===== src/rtl/dvbs2hdlTransmitterCore_pkg.sv =====
// Shared DVB-S2 transmitter core types and constants.
// Holds the pi/2-BPSK amplitude, sample type and sign-mapping helper.
package dvbs2hdlTransmitterCore_pkg;

  localparam int BPSK_AMP_16 = 23170;
  localparam int SAMPLE_W = 16;

  typedef logic signed [SAMPLE_W-1:0] sample_t;

  typedef struct packed {
    logic sign;
    logic odd;
  } bpskSym_t;

  // Returns {iNeg, qNeg}; odd symbols rotate I by pi.
  function automatic logic [1:0] pi2BpskSigns(
    input logic sign,
    input logic odd
  );
    return {sign ^ odd, sign};
  endfunction

endpackage


===== src/rtl/dvbs2_buff_bpsk_symbol_map_if.sv =====
// I/Q sample stream with valid/ready handshake.
// master: drives dataOutI/dataOutQ/validOut; slave: drives outReady.
interface dvbs2_buff_bpsk_symbol_map_if #(
  parameter int DATA_W = 16
);

  logic signed [DATA_W-1:0] dataOutI;
  logic signed [DATA_W-1:0] dataOutQ;
  logic                     validOut;
  logic                     outReady;

  modport master (
    output dataOutI,
    output dataOutQ,
    output validOut,
    input  outReady
  );

  modport slave (
    input  dataOutI,
    input  dataOutQ,
    input  validOut,
    output outReady
  );

endinterface


===== src/rtl/dvbs2_sync_fifo_1r1w.sv =====
// Single-clock FIFO, one read and one write port, synchronous flush.
// Ports: clk, reset, enb, flush, wrEn/wrData, rdEn/rdData, full, empty, count.
module dvbs2_sync_fifo_1r1w #(
  parameter int WIDTH = 2,
  parameter int DEPTH = 16
) (
  input  logic                     clk,
  input  logic                     reset,
  input  logic                     enb,
  input  logic                     flush,
  input  logic                     wrEn,
  input  logic [WIDTH-1:0]         wrData,
  input  logic                     rdEn,
  output logic [WIDTH-1:0]         rdData,
  output logic                     full,
  output logic                     empty,
  output logic [$clog2(DEPTH):0]   count
);

  localparam int AW = $clog2(DEPTH);

  logic [AW:0]      wptr;
  logic [AW:0]      rptr;
  logic [WIDTH-1:0] mem [DEPTH];
  logic             doRd;
  logic             doWr;
  logic             memWe;
  logic [AW-1:0]    wAddr;

  assign full  = (wptr[AW] != rptr[AW]) &&
                 (wptr[AW-1:0] == rptr[AW-1:0]);
  assign empty = (wptr == rptr);
  assign count = wptr - rptr;

  assign doRd = rdEn && !empty;
  // A read in the same cycle frees the slot a full write needs.
  assign doWr = wrEn && (!full || doRd);

  // On flush a concurrent write becomes entry 0 of the new frame.
  assign memWe = enb && (flush ? wrEn : doWr);
  assign wAddr = flush ? '0 : wptr[AW-1:0];

  assign rdData = mem[rptr[AW-1:0]];

  always_ff @(posedge clk) begin
    if (memWe) begin
      mem[wAddr] <= wrData;
    end
  end

  always_ff @(posedge clk or posedge reset) begin
    if (reset) begin
      wptr <= '0;
      rptr <= '0;
    end else if (enb) begin
      if (flush) begin
        rptr <= '0;
        wptr <= {{AW{1'b0}}, wrEn};
      end else begin
        if (doWr) begin
          wptr <= wptr + (AW+1)'(1);
        end
        if (doRd) begin
          rptr <= rptr + (AW+1)'(1);
        end
      end
    end
  end

endmodule


===== src/rtl/dvbs2_buff_bpsk_symbol_map.sv =====
// Buffered pi/2-BPSK symbol mapper: FIFO, parity rotation, I/Q output reg.
// Ports: clk, reset, enb, addrIn/validIn/resetIn in, outBus I/Q out, overflow, fifoCount.
module dvbs2_buff_bpsk_symbol_map
  import dvbs2hdlTransmitterCore_pkg::*;
#(
  parameter int DATA_W     = 16,
  parameter int AMP        = BPSK_AMP_16,
  parameter int FIFO_DEPTH = 16
) (
  input  logic                          clk,
  input  logic                          reset,
  input  logic                          enb,
  input  logic                          addrIn,
  input  logic                          validIn,
  input  logic                          resetIn,
  dvbs2_buff_bpsk_symbol_map_if.master  outBus,
  output logic                          overflow,
  output logic [$clog2(FIFO_DEPTH):0]   fifoCount
);

  logic                     parity;
  bpskSym_t                 wrSym;
  bpskSym_t                 headSym;
  logic                     full;
  logic                     empty;
  logic                     load;
  logic                     drop;
  logic [1:0]               signs;
  logic signed [DATA_W-1:0] amp;
  logic signed [DATA_W-1:0] nextI;
  logic signed [DATA_W-1:0] nextQ;

  // A frame restart forces the written symbol to be even.
  assign wrSym.sign = addrIn;
  assign wrSym.odd  = resetIn ? 1'b0 : parity;

  assign load = enb && !resetIn && !empty &&
                (!outBus.validOut || outBus.outReady);
  assign drop = validIn && full && !load;

  dvbs2_sync_fifo_1r1w #(
    .WIDTH ($bits(bpskSym_t)),
    .DEPTH (FIFO_DEPTH)
  ) uFifo (
    .clk    (clk),
    .reset  (reset),
    .enb    (enb),
    .flush  (resetIn),
    .wrEn   (validIn),
    .wrData (wrSym),
    .rdEn   (load),
    .rdData (headSym),
    .full   (full),
    .empty  (empty),
    .count  (fifoCount)
  );

  assign amp   = DATA_W'(AMP);
  assign signs = pi2BpskSigns(headSym.sign, headSym.odd);
  assign nextI = signs[1] ? -amp : amp;
  assign nextQ = signs[0] ? -amp : amp;

  always_ff @(posedge clk or posedge reset) begin
    if (reset) begin
      outBus.dataOutI <= '0;
      outBus.dataOutQ <= '0;
      outBus.validOut <= 1'b0;
      overflow        <= 1'b0;
      parity          <= 1'b0;
    end else if (enb) begin
      if (resetIn) begin
        outBus.validOut <= 1'b0;
        overflow        <= 1'b0;
        parity          <= validIn;
      end else begin
        // Dropped symbols still consume an index.
        if (validIn) begin
          parity <= ~parity;
        end
        if (drop) begin
          overflow <= 1'b1;
        end
        if (load) begin
          outBus.dataOutI <= nextI;
          outBus.dataOutQ <= nextQ;
          outBus.validOut <= 1'b1;
        end else if (outBus.validOut && outBus.outReady) begin
          outBus.validOut <= 1'b0;
        end
      end
    end
  end

endmodule

===== src/flat_wrapper.sv =====
// flat-port wrapper written by rule: the top's interface ports become plain ports
module dvbs2_buff_bpsk_symbol_map_flat import dvbs2hdlTransmitterCore_pkg::*;
#(
  parameter int DATA_W     = 16,
  parameter int AMP        = BPSK_AMP_16,
  parameter int FIFO_DEPTH = 16
)
  (clk, reset, enb, addrIn, validIn, resetIn, overflow, fifoCount, outBus_dataOutI, outBus_dataOutQ, outBus_validOut, outBus_outReady);
  dvbs2_buff_bpsk_symbol_map_if #(.DATA_W(DATA_W)) outBus_i ();
  input  logic clk;
  input  logic reset;
  input  logic enb;
  input  logic addrIn;
  input  logic validIn;
  input  logic resetIn;
  output logic overflow;
  output logic [$clog2(FIFO_DEPTH):0] fifoCount;
  output wire logic [$bits(outBus_i.dataOutI)-1:0] outBus_dataOutI;
  output wire logic [$bits(outBus_i.dataOutQ)-1:0] outBus_dataOutQ;
  output wire logic [$bits(outBus_i.validOut)-1:0] outBus_validOut;
  input wire logic [$bits(outBus_i.outReady)-1:0] outBus_outReady;
  assign outBus_dataOutI = outBus_i.dataOutI;
  assign outBus_dataOutQ = outBus_i.dataOutQ;
  assign outBus_validOut = outBus_i.validOut;
  assign outBus_i.outReady = outBus_outReady;
  dvbs2_buff_bpsk_symbol_map #(.DATA_W(DATA_W), .AMP(AMP), .FIFO_DEPTH(FIFO_DEPTH)) u_core (.clk(clk), .reset(reset), .enb(enb), .addrIn(addrIn), .validIn(validIn), .resetIn(resetIn), .outBus(outBus_i), .overflow(overflow), .fifoCount(fifoCount));
endmodule

===== config.mk =====
export PLATFORM = sky130hd
export DESIGN_NAME = dvbs2_buff_bpsk_symbol_map_flat
export DESIGN_NICKNAME = d
export VERILOG_FILES = /design/src/rtl/dvbs2hdlTransmitterCore_pkg.sv /design/src/rtl/dvbs2_buff_bpsk_symbol_map_if.sv /design/src/rtl/dvbs2_sync_fifo_1r1w.sv /design/src/rtl/dvbs2_buff_bpsk_symbol_map.sv /design/src/flat_wrapper.sv
export SDC_FILE = /design/constraint.sdc
export NUM_CORES = 1
export LEC_CHECK = 0
export CAP_MARGIN = 20
export CORE_AREA = 2 2 90 70
export DETAILED_ROUTE_END_ITERATION = 10
export DIE_AREA = 0 0 92 72
export GPL_TIMING_DRIVEN = 0
export PLACE_DENSITY = 0.75
export SYNTH_ARGS = -nofsm -noshare
export SYNTH_HDL_FRONTEND = slang
export SYNTH_HIERARCHICAL = 1
export SYNTH_SLANG_ARGS = --single-unit

===== constraint.sdc =====
create_clock -name clk -period 2.9 [get_ports clk]
set_clock_uncertainty 0.1 [all_clocks]
set_input_delay 0.58 -clock clk [delete_from_list [all_inputs] [get_ports clk]]
set_output_delay 0.58 -clock clk [all_outputs]
set_load 0.1 [all_outputs]

==> metrics, run 1 <==
worst hold path class=reg2reg; crit path DAT=between 2000 and 2500 ps; largest net degree at the start of global routing=18; Synth area leader=edfxtp_1; Max FO, Critical Path=6; post-route ant nets=0; EDFF count, synth=32; gr usage total=about 17%; Synth-to-Final Area Change=27.5%; first-pass GRT wire length=8380 µm; vias post-DR=1833; TNS Setup=0 ps; Synth Instances=224; Final Hold Vio Count=0; Residual DRC=0; hpwl dp=around 3900 µm; reg2reg start=u_core/uFifo/rptr[1]; Max-slew headroom=approximately a third; antenna cell count=0; Worst Setup SP=u_core/uFifo/wptr[0]; clock transition at the registers of the reported paths=roughly 90 ps; Crit Path Category=reg2out; Nets=294; number of global-route vias before repair=roughly 1600; GR Overflow Total=0; worst path required time=between 2000 and 2500 ps; register area share after synthesis=around 53%; I/O pin count=between 40 and 50; core box area=roughly 5700 µm²; metal3 WL=~390 µm; top cells by area, synth=edfxtp_1, dfrtp_1, buf_4; full die area=between 6000 and 7000 µm²; run status=complete, no violations; port bufs=43; CTS tree=done; mean post-synth cell area=around 12 µm²; post-layout util=about 60%; Die Ht=a little over 70 µm; Post-Route M1 WL=2420 µm; Starting Density=46.9%; Critical Path Sink=fifoCount[4]; maximum clock path buffer count=2; CTS root buf=clkbuf_8; fin. max-slew vios=0; Primary FF master, synth=edfxtp_1; final WL=about 5200 µm; Die Wd=about 92 µm; register-to-register path setup slack=about 120 ps; CTS Buf Count=5; WL/cell=14.6 µm; max frequency=356 MHz; Avg Vias per Cell=5.11; CTS H-tree depth=2; min cycle time layout=approximately 2800 ps; hold_ws=approximately 400 ps; Row Count=24; Synth cell types=between 40 and 50; Crit. End Element=output pin; Cells after DPL=around 350; cts hold-fix bufs=0; Yosys warnings=6; flops & latches, synth=50; Max Used Layer=met4; synthesized cell area=around 2700 µm²; ys async rst share=between 30% and 40%; fin cells=roughly 360; fill count=approximately 460; post-synth top area share=~36%; r2r endpoint=u_core/uFifo/mem[5][1]; # setup viols final=0; crit share post-route=just under 100%; initial DRC count=141; critical path launch point type=flop; GP Congestion=between 0.7 and 0.8; clk sinks=50; R2R cell count=10; fraction of layout cells with a size suffix above 1=around 28%; Slew @ Worst Pin=slightly below 1000 ps; met2 wire length=2350 µm; Max Cap Violations=0; initial antenna violation count=0; first-pass iteration count of the detailed router=4; Clock Latency Late Sink=about 300 ps
## worst min-delay path by stage
stage / startpoint / to / slack (ps) / cells past startpoint
floorplan: reset / u_core/outBus.dataOutI[13] / 300 / 1
global placement: u_core/parity / u_core/parity / 360 / 2
detailed placement: u_core/parity / u_core/parity / 370 / 2
CTS: u_core/parity / u_core/parity / 390 / 2
global route: u_core/parity / u_core/parity / 440 / 2
finish: u_core/parity / u_core/parity / 390 / 2
## critical path, cell delays in order (launching register included)
cell and delay (ps):
dfrtp_2 450, inv_1 150, ha_1 220, fa_2 240, inv_1 50, a21o_1 160
a21oi_2 180, xnor2_2 130, buf_6 240
## state kept, by name, summed over array words and instances (netlist names)
| register | flops |
|---|---|
| u_core/overflow | 1 |
| u_core/uFifo/mem | 32 |
| u_core/outBus.dataOutQ | 2 |
| u_core/parity | 1 |
| u_core/uFifo/wptr | 5 |
| u_core/uFifo/rptr | 5 |
| u_core/outBus.dataOutI | 3 |
| u_core/outBus.validOut | 1 |
## layout make-up
type,instances,area (µm²),area share (%)
clock buffers,7,76.3,2.24
multi-input cells,125,1040,30.3
flip-flops and latches,50,1420,41.5
repair buffers,48,459,13.4
inverters,18,67.6,1.98
well taps,78,97.6,2.86
plain buffers,32,231,6.78
clock inverters,1,30.0,0.879
## Yosys cell counts, drive strengths merged, types with 4 or more instances
library cell / instances
nand2: 13
a21o: 4
a21oi: 5
ha: 6
xnor2: 4
buf: 29
mux2i: 4
mux4: 8
o21ai: 4
nand3: 7
dfrtp: 18
inv: 18
nand4: 5
nor2: 23
edfxtp: 32
## through the flow
| stage | cell area [µm²] | worst slack (ps) |
|---|---|---|
| global route | 3410 | -9.48 |
| finish | 3410 | 93.2 |
| detailed placement | 3240 | -567 |
| CTS | 3360 | 10.3 |
| floorplan | 2710 | -48.7 |
| global placement | 3240 | -569 |
## kinds of logic (layout without fill, tap and decap cells)
kind of cell             after synthesis  after routing  share of synthesized area [%]
multiplexers                          15             15                           9.49
adder cells (fa/ha/maj)                7              7                           3.55
AND/OR/NAND/NOR                       65             65                           12.8
buffers and inverters                 50            106                           10.9
AO/OA/AOI/OAI                         30             30                           8.22
flip-flops                            50             50                           52.7
other                                  1              2                          0.140
XOR/XNOR                               6              6                           2.24
## layer usage
layer	up-vias	global-route usage (%)
li1	892	-
met1	881	25.1
met2	56	23.6
met3	4	3.32
met4	0	6.47
met5	-	0
## what timing repair did
| item | in CTS | in global routing |
|---|---|---|
| setup endpoints to repair | 47 | 36 |
| endpoints found under the hold margin | 0 | 0 |
| pin swaps | 1 | 7 |
| gates cloned | 0 | 0 |
| gates resized for setup | 25 | 19 |
| buffers inserted | 2 | 3 |
## placed cells by master, fill, tap and decap left out, types with 5 or more instances in the layout
master / Yosys / layout
buf_4: 27 / 32
clkbuf_8: 0 / 5
clkdlybuf4s50_1: 0 / 38
dfrtp_1: 18 / 14
edfxtp_1: 32 / 32
ha_1: 6 / 6
inv_1: 18 / 17
mux4_2: 8 / 8
nand2_1: 13 / 13
nand3_1: 7 / 7
nand4_1: 5 / 5
nor2_1: 23 / 16
nor2_2: 0 / 7
Power of run 1 is left out: the tool's default activity adds up to more than one toggle a clock period on the data nets, which glitch-free logic cannot reach.
==> inputs of run 2 (changes only) <==
SLEW_MARGIN = 0   (was default)
clock period = 2.4 ns   (was 2.9 ns; I/O delays follow)
==> run 2 against run 1 <==
Net effect: the run now ends with setup timing left; sequential share of layout area shrank 3.4 points; critical endpoint unchanged; count of clock-buffer cells in the layout down 2; register-to-register slack got worse by 310 ps; wire length rose by 21%; first-iteration DRC count increased by 29%; highest routed layer unchanged; utilization increased by 5.5 points; largest cell class unchanged; cell area increased by 9.1%; worst hold slack got worse by 48 ps; critical path type unchanged.
==> metrics, run 2 (same netlist as run 1, synthesis figures left out) <==
run status=finished with violations; violated checks=setup timing; Row Count=24; post-route ant nets=0; Post-Route M1 WL=approximately 2900 µm; Max Used Layer=met4; final WL=~6300 µm; full die area=about 6600 µm²; hold_ws=~340 ps; WL/cell=between 15 and 20 µm; Avg Vias per Cell=5.28; RSZ-0062 raised after global routing=yes; Starting Density=between 40% and 50%; gr usage total=a little under a fifth; cell area after placement=3310 µm²; Crit Path Category=reg2out; cts hold-fix bufs=0; met2 wire length=roughly 3000 µm; Clock Latency Late Sink=about 300 ps; setup ws final=-207 ps; clk sinks=50; Largest Register=u_core/uFifo/mem; port bufs=43; Final Hold Vio Count=0; commonest non-fill, non-tap cell in the layout=buf_4; crit share post-route=109%; metal3 WL=371 µm; CTS root buf=clkbuf_8; fin. max-slew vios=0; worst path required time=between 1500 and 2000 ps; core box area=5710 µm²; Max Cap Violations=0; CTS H-tree depth=2; fill count=432; Nets=approximately 310; maximum clock path buffer count=2; CTS Buf Count=5; TNS Setup=-5310 ps; initial DRC count=approximately 180; commonest cells after routing, fill and taps aside=buf_4, edfxtp_1, dlygate4sd2_1, nor2_4, clkbuf_2; slowest stage delay, CP=between 400 and 500 ps; vias post-DR=roughly 2000; I/O pin count=46; critical path launch point type=flop; max reg flops=32; fin area=about 3700 µm²; Max-slew headroom=about 36%; initial antenna violation count=0; Synth-to-Final Area Change=39.2%; fraction of layout cells with a size suffix above 1=roughly 46%; max frequency=384 MHz; Die Ht=72 µm; first-pass GRT wire length=approximately 9600 µm; Max FO, Critical Path=3; Slew @ Worst Pin=between 900 and 1000 ps; GP Congestion=slightly below 0.8; register-to-register path setup slack=-190 ps; Top Registers=u_core/uFifo/mem: 32 flops, u_core/uFifo/rptr: 5 flops, u_core/uFifo/wptr: 5 flops; crit path DAT=2030 ps; setup slack after placement=-1060 ps; min cycle time layout=roughly 2600 ps; Slowest-stage cell, CP=dfrtp_1; worst hold path class=in2async; antenna cell count=0; CTS tree=done; Die Wd=92 µm; clock transition at the registers of the reported paths=approximately 90 ps; worst-path cell chain=ha_4, fa_2, inv_1, a21o_1, a21oi_4, xnor2_4, buf_12; number of global-route vias before repair=approximately 1900; first-pass iteration count of the detailed router=4; hpwl dp=4080 µm; GR Overflow Total=0; largest net degree at the start of global routing=18; Crit. End Element=output pin; # setup viols final=37; Residual DRC=0
## run 2: changes by cell type in the layout (fill, tap and decap cells not counted), sizes merged, moves of 3 or more
cell,change
clkdlybuf4s50,-32
clkbuf,+14
dlygate4sd2,+15
clkinv,+3
buf,+17
## run 2: worst max-delay path: cells and delay by family (launching register included)
kind | cells | cell delay (ps)
adder cells (fa/ha/maj) | 2 | 570
flip-flops | 1 | 460
buffers and inverters | 2 | 270
AO/OA/AOI/OAI | 2 | 260
XOR/XNOR | 1 | 150
## run 2: worst paths after layout
| kind | startpoint | to | cells past startpoint |
|---|---|---|---|
| worst min-delay path | reset | u_core/outBus.validOut | 2 |
| min in group clk | u_core/parity | u_core/parity | 2 |
| worst min register to register | u_core/parity | u_core/parity | 2 |
| max in group asynchronous | reset | u_core/uFifo/rptr[2] | 2 |
| worst max-delay path | u_core/uFifo/rptr[0] | fifoCount[4] | 7 |
| worst max register to register | u_core/uFifo/rptr[1] | u_core/uFifo/mem[4][0] | 11 |
## run 2: layout make-up
type	instances	area, µm²	area share (%)
plain buffers	32	248	6.65
clock buffers	5	68.8	1.85
clock inverters	3	16.3	0.437
inverters	18	85.1	2.28
multi-input cells	125	1250	33.5
flip-flops and latches	50	1420	38.0
well taps	78	97.6	2.62
repair buffers	66	543	14.6
## run 2: stage by stage
step / cells / utilization [%]
floorplan: 225 / -
global placement: 346 / 57.9
detailed placement: 346 / 57.9
CTS: 372 / 65.4
global route: 377 / 65.3
finish: 377 / 65.3
## run 2: routing by layer
layer,GRT usage [%],vias to the layer above
met5,0,-
met2,29.9,54
met1,27.4,995
li1,-,933
met4,4.98,0
met3,3.32,9
## run 2: timing repair
| action | 4_1_cts | 5_1_grt |
|---|---|---|
| gates resized for setup | 131 | 28 |
| pin swaps | 13 | 9 |
| buffers inserted | 18 | 6 |
| setup endpoints to repair | 83 | 61 |
| endpoints found under the hold margin | 0 | 0 |
Power of run 2 is left out for the same reason.
